--- config.mk ---
export PLATFORM = sky130hd
export DESIGN_NAME = rf_wb_arbiter
export DESIGN_NICKNAME = d
export VERILOG_FILES = /design/src/rtl/rf_pkg.sv /design/src/rtl/rf_wb_fifo.sv /design/src/rtl/rf_wb_arbiter.sv
export SDC_FILE = /design/constraint.sdc
export NUM_CORES = 1
export LEC_CHECK = 0
export BUFFER_PORTS_ARGS = -buffer_cell sky130_fd_sc_hd__buf_2
export CORE_MARGIN = 5
export CORE_UTILIZATION = 56
export CTS_CLUSTER_SIZE = 20
export DETAILED_ROUTE_END_ITERATION = 8
export PLACE_DENSITY = 0.8
export SLEW_MARGIN = 10
export SYNTH_ARGS = -nofsm -noshare
export SYNTH_HDL_FRONTEND = slang
export SYNTH_SLANG_ARGS = --single-unit
--- constraint.sdc ---
create_clock -name clk -period 7.3 [get_ports clk]
set_clock_uncertainty 0.2 [all_clocks]
set_input_delay 0.365 -clock clk [delete_from_list [all_inputs] [get_ports clk]]
set_output_delay 0.365 -clock clk [all_outputs]
set_load 0.05 [all_outputs]
--- src/rtl/rf_pkg.sv ---
// Shared definitions for the register-file write-back path: PPP mode codes,
// default widths and the write-request record.
package rf_pkg;

    localparam int DEF_DATA_WIDTH = 64;
    localparam int DEF_ADDR_WIDTH = 5;
    localparam int PPP_WIDTH      = 3;

    typedef enum logic [0:PPP_WIDTH-1] {
        MODE_A = 3'b000,
        MODE_U = 3'b001,
        MODE_D = 3'b010,
        MODE_E = 3'b011,
        MODE_O = 3'b100
    } ppp_mode_e;

    typedef struct packed {
        logic [0:DEF_ADDR_WIDTH-1] addr;
        logic [0:DEF_DATA_WIDTH-1] data;
        logic [0:PPP_WIDTH-1]      ppp;
    } wr_req_t;

    // Codes above MODE_O are reserved and never reach the register file.
    function automatic logic ppp_is_valid(input logic [0:PPP_WIDTH-1] ppp);
        return (ppp <= MODE_O);
    endfunction

endpackage

--- src/rtl/rf_wb_fifo.sv ---
// Small synchronous FIFO with a registered occupancy count; the head entry is
// always visible so the arbiter can inspect it before popping.
module rf_wb_fifo #(
    parameter int WIDTH = 72,
    parameter int DEPTH = 2
) (
    input  logic             clk,
    input  logic             reset,
    input  logic             push,
    input  logic [0:WIDTH-1] wr_data,
    input  logic             pop,
    output logic             full,
    output logic             empty,
    output logic [0:WIDTH-1] head
);

    localparam int PTR_W = (DEPTH > 1) ? $clog2(DEPTH) : 1;
    localparam int CNT_W = $clog2(DEPTH + 1);

    logic [0:WIDTH-1] mem [DEPTH];
    logic [PTR_W-1:0] rd_ptr;
    logic [PTR_W-1:0] wr_ptr;
    logic [CNT_W-1:0] count;
    logic             do_push;
    logic             do_pop;

    // Full FIFOs refuse pushes even if the head pops on the same edge.
    assign do_push = push && !full;
    assign do_pop  = pop && !empty;

    assign full  = (count == CNT_W'(DEPTH));
    assign empty = (count == '0);
    assign head  = mem[rd_ptr];

    always_ff @(posedge clk) begin
        if (do_push && !reset) begin
            mem[wr_ptr] <= wr_data;
        end
    end

    // DEPTH is a power of two, so plain increments wrap the pointers.
    always_ff @(posedge clk) begin
        if (reset) begin
            rd_ptr <= '0;
            wr_ptr <= '0;
            count  <= '0;
        end else begin
            if (do_push) begin
                wr_ptr <= wr_ptr + PTR_W'(1);
            end
            if (do_pop) begin
                rd_ptr <= rd_ptr + PTR_W'(1);
            end
            count <= count + CNT_W'(do_push) - CNT_W'(do_pop);
        end
    end

endmodule

--- src/rtl/rf_wb_arbiter.sv ---
// Shares the register file write port between the ALU (port 0) and NoC load
// returns (port 1). Define RF_WB_RR_EN for round-robin, else port 0 has priority.
module rf_wb_arbiter
    import rf_pkg::*;
#(
    parameter int DATA_WIDTH = DEF_DATA_WIDTH,
    parameter int ADDR_WIDTH = DEF_ADDR_WIDTH,
    parameter int FIFO_DEPTH = 2
) (
    input  logic                  clk,
    input  logic                  reset,
    input  logic                  wb0_valid,
    output logic                  wb0_ready,
    input  logic [0:ADDR_WIDTH-1] wb0_addr,
    input  logic [0:DATA_WIDTH-1] wb0_data,
    input  logic [0:PPP_WIDTH-1]  wb0_ppp,
    input  logic                  wb1_valid,
    output logic                  wb1_ready,
    input  logic [0:ADDR_WIDTH-1] wb1_addr,
    input  logic [0:DATA_WIDTH-1] wb1_data,
    input  logic [0:PPP_WIDTH-1]  wb1_ppp,
    output logic                  rf_wen,
    output logic [0:ADDR_WIDTH-1] rf_wr_addr,
    output logic [0:DATA_WIDTH-1] rf_data,
    output logic [0:PPP_WIDTH-1]  rf_ppp_sel,
    output logic                  rf_busy
);

    localparam int ENTRY_W = ADDR_WIDTH + DATA_WIDTH + PPP_WIDTH;

`ifdef RF_WB_RR_EN
    localparam bit ROUND_ROBIN = 1'b1;
`else
    localparam bit ROUND_ROBIN = 1'b0;
`endif

    logic                  full0, empty0, full1, empty1;
    logic [0:ENTRY_W-1]    head0, head1;
    logic [0:ADDR_WIDTH-1] h0_addr, h1_addr;
    logic [0:DATA_WIDTH-1] h0_data, h1_data;
    logic [0:PPP_WIDTH-1]  h0_ppp, h1_ppp;
    logic                  disc0, disc1;
    logic                  cand0, cand1;
    logic                  grant0, grant1;
    logic                  pop0, pop1;
    logic                  last_grant;

    rf_wb_fifo #(
        .WIDTH (ENTRY_W),
        .DEPTH (FIFO_DEPTH)
    ) u_fifo0 (
        .clk     (clk),
        .reset   (reset),
        .push    (wb0_valid),
        .wr_data ({wb0_addr, wb0_data, wb0_ppp}),
        .pop     (pop0),
        .full    (full0),
        .empty   (empty0),
        .head    (head0)
    );

    rf_wb_fifo #(
        .WIDTH (ENTRY_W),
        .DEPTH (FIFO_DEPTH)
    ) u_fifo1 (
        .clk     (clk),
        .reset   (reset),
        .push    (wb1_valid),
        .wr_data ({wb1_addr, wb1_data, wb1_ppp}),
        .pop     (pop1),
        .full    (full1),
        .empty   (empty1),
        .head    (head1)
    );

    assign h0_addr = head0[0 +: ADDR_WIDTH];
    assign h0_data = head0[ADDR_WIDTH +: DATA_WIDTH];
    assign h0_ppp  = head0[ADDR_WIDTH + DATA_WIDTH +: PPP_WIDTH];
    assign h1_addr = head1[0 +: ADDR_WIDTH];
    assign h1_data = head1[ADDR_WIDTH +: DATA_WIDTH];
    assign h1_ppp  = head1[ADDR_WIDTH + DATA_WIDTH +: PPP_WIDTH];

    assign wb0_ready = !full0;
    assign wb1_ready = !full1;
    assign rf_busy   = !empty0 || !empty1;

    // Heads that target r0 or carry a reserved PPP code are dropped silently.
    always_comb begin
        disc0  = !empty0 && ((h0_addr == '0) || !ppp_is_valid(h0_ppp));
        disc1  = !empty1 && ((h1_addr == '0) || !ppp_is_valid(h1_ppp));
        cand0  = !empty0 && !disc0;
        cand1  = !empty1 && !disc1;
        grant0 = 1'b0;
        grant1 = 1'b0;
        if (cand0 && cand1) begin
            if (ROUND_ROBIN && (last_grant == 1'b0)) begin
                grant1 = 1'b1;
            end else begin
                grant0 = 1'b1;
            end
        end else begin
            grant0 = cand0;
            grant1 = cand1;
        end
    end

    assign pop0 = (grant0 || disc0) && !reset;
    assign pop1 = (grant1 || disc1) && !reset;

    always_comb begin
        rf_wen     = 1'b0;
        rf_wr_addr = '0;
        rf_data    = '0;
        rf_ppp_sel = '0;
        if (!reset) begin
            if (grant0) begin
                rf_wen     = 1'b1;
                rf_wr_addr = h0_addr;
                rf_data    = h0_data;
                rf_ppp_sel = h0_ppp;
            end else if (grant1) begin
                rf_wen     = 1'b1;
                rf_wr_addr = h1_addr;
                rf_data    = h1_data;
                rf_ppp_sel = h1_ppp;
            end
        end
    end

    // Starting at 1 lets port 0 win the first contended cycle.
    always_ff @(posedge clk) begin
        if (reset) begin
            last_grant <= 1'b1;
        end else if (grant0) begin
            last_grant <= 1'b0;
        end else if (grant1) begin
            last_grant <= 1'b1;
        end
    end

endmodule
==> results.md <==
- Achievable Freq: 216 MHz
- Sw Ratio: 36.5%
- Int Power: 3700 uW
- Clk root buf: clkbuf_16
- Buf+Inv Stages, Crit Path: 3
- Sequential cell area: 8860 sq um
- Max-cap viol count: 0
- DR pass1 iterations: 5
- Input/output buffers: 223
- Starting density of the core: 56.5%
- DR iter-0 viols: 508
- Worst Path Required: 6.73 ns
- Synth Warn #: 0
- Final Max Tran Viols: 0
- # setup viols final: 0
- Synthesized flop and latch total: 298
- Logic gate share of total power: 34.6%
- Hold WS: 0.0471 ns
- Rows: 54
- Clock share of power: 27.2%
- Avg WL per Cell: 20.4 um
- Post-CTS sizing: 0
- Max FO, Critical Path: 43
- Net Sw Power: 2130 uW
- Unrepaired setup endpoints after global routing: no
- Fin Setup TNS: 0 ns
- Synth cell types: 35
- Worst slew margin: 28.9%
- Finished Cell Area: 16000 sq um
- Initial antenna violation count: 1
- Top cells by area, synth: edfxtp_1, mux2_2, nand3_1
- P_leak: 0.00583 uW
- Mean Syn Cell Area: 16.0 sq um
- CP peak stage delay: 0.75 ns
- Num ports: 224
- CTS clk-pin slew, worst paths: 0.06 ns
- Area of the multi-input gates: 3110 sq um
- Final Critical Period: 4.64 ns
- Vias in the first global route: 8453
- WL final: 29.3 mm
- Largest net degree at the start of global routing: 78
- H-tree Lvls: 1
- Area Overhead vs Synth: 31.3%
- Crit path max-delay family: buffers and inverters
- GR Util All Layers: 23.2%
- Power density cells: 364 nW/um^2
- Post-synth top area cell: edfxtp_1
- Die width: 158 um
- Synth top area share: 70.9%
- Worst-Skew Late Latency: 0.54 ns
- FILL cells: 1306
- Flop pwr share: 38.2%
- Arr. time, crit path: 4.07 ns
- Die Span Y: 158 um
- Via count: 7897
- Placed wire-length estimate: 16.6 mm
- Final Hold Vio Count: 0
- Critical path launch point type: register
- Crit path kind: reg -> out
- Setup crit end kind: output port
- Area post-placement: 13500 sq um
- VDD IR max: 0.304 mV
- Layout cells sized above 1: 40.4%
- Register area share after synthesis: 72.5%
- Clock buffer depth: 3
- Mapped Nets: 916
- HP Class: in -> reg
- Worst-Margin Slew: 1.07 ns
- CP max stage cell: dfxtp_4
- Synth Cell Area: 12200 sq um
- Die area: 24800 sq um
- Mapped Cells: 764
- Drt drc: 0
- Most used cell, CP: buf_4
- TritonCTS Buffers: 30
- Final Wtd Congestion: 0.766
- Status: complete, no violations
- Worst-path cell chain: buf_4, nor2b_1, a211oi_2, nand2_2, buf_4, o31ai_1, buf_2
- Final ANT Viol Nets: 0
- Fin crit share: 63.6%
- First-pass GRT wire length: 45.1 mm
- Core area: 21600 sq um
- Fin nets: 1278
- Clk sinks: 298
- CTS tree: built
- Vias per Instance: 5.51
- Overflow after GRT: 0
## synthesized netlist by cell type
library cell,number
edfxtp_1,288
mux2_2,132
nand3_1,67
nand2_1,53
a21oi_1,48
clkbuf_1,25
a21oi_2,20
nand2_2,20
nor2_1,15
buf_2,12
dfxtp_1,10
mux2i_1,10
o22ai_1,7
buf_6,6
inv_1,6
xor2_1,5
ha_1,4
nor2b_1,4
nor3_1,4
nor3b_1,4
buf_1,3
buf_4,3
xnor2_1,3
nand2b_1,2
nor4_1,2
nor4b_1,2
a211oi_2,1
a41oi_1,1
and2_1,1
and3b_1,1
nand3b_2,1
o211a_1,1
o22a_1,1
o31ai_1,1
or2_1,1
## final cells by class
type | instances | area share [%]
Clock inverter | 20 | 1.47
Timing Repair Buffer | 379 | 16.5
Multi-Input combinational cell | 411 | 19.4
Inverter | 6 | 0.141
Clock buffer | 36 | 4.96
Tap cell | 280 | 2.19
Antenna cell | 3 | 0.0469
Sequential cell | 298 | 55.3
## cells by family after synthesis
kind of cell | count (synthesis) | synth area share (%)
simple gates | 177 | 7.09
flops | 298 | 72.5
fa+ha+maj | 4 | 0.410
mux | 142 | 13.0
compound gates | 80 | 4.15
xor+xnor | 8 | 0.574
buf+inv | 55 | 2.28
## sequential cells by signal (all words and copies together), names as in the netlist, named ones only
name,flops
u_fifo1.count,2
u_fifo1.mem,144
u_fifo1.wr_ptr,1
u_fifo0.mem,144
u_fifo0.rd_ptr,1
u_fifo0.count,2
u_fifo1.rd_ptr,1
u_fifo0.wr_ptr,1
## path summary, 6_finish.rpt
path,start,slack (ns),cells after the start,end
max,register,2.66,7,rf_ppp_sel[0]
min,reset,0.05,2,u_fifo0.rd_ptr
max reg2reg,register,3.78,11,u_fifo1.count[1]
min reg2reg,u_fifo0.rd_ptr,0.31,2,u_fifo0.rd_ptr
## layout by cell type, fill, tap and decap left out, drive strengths merged, types with 10 or more instances in the layout
master and n:
a21oi 68, nor2 15, clkinv 10, nand2 73, clkbuf 36, mux2 132
edfxtp 288, dfxtp 10, nand3 67, mux2i 10, buf 235, dlygate4sd3 144
## routing by layer
layer | global-route usage, % | vias to the layer above | wire [um]
li1 | - | 3623 | -
met1 | 28.7 | 3903 | 11200
met2 | 41.9 | 310 | 15500
met3 | 4.07 | 61 | 1830
met4 | 6.72 | 0 | 764
met5 | 0 | - | 0
## power groups by stage
stage                     sequential [uW]  combinational, uW  clock (uW)
after floorplan                      2160               1640           0
after global placement               2260               1920           0
after detailed placement             2270               1940           0
after CTS                            2230               2010        1600
after global routing                 2250               2150        1680
final                                2230               2020        1590
## worst register-to-register path, stage by stage, from the launching register on
cell and delay, ns:
dfxtp_4 0.75, buf_4 0.60, nor2b_1 0.20, a211oi_2 0.33
a41oi_1 0.22, nor2b_1 0.19, ha_1 0.33, inv_1 0.06
ha_1 0.15, xor2_1 0.18, xnor2_1 0.13, nor2_1 0.05
## what timing repair did
item / 4_1_cts / 5_1_grt
hold endpoints to repair: 288 / 0
hold buffers: 144 / 0
buffers inserted: 0 / 0
## through the flow
stage,setup slack (ns),util (%),power [uW],instances
finish,2.66,74.1,5840,1433
CTS,2.68,74.1,5840,1430
floorplan,0.284,-,3800,764
global route,2.40,74.1,6090,1431
global placement,3.31,62.6,4180,1230
detailed placement,3.25,62.6,4210,1230
No activity file was read; power rests on OpenSTA's default activity.
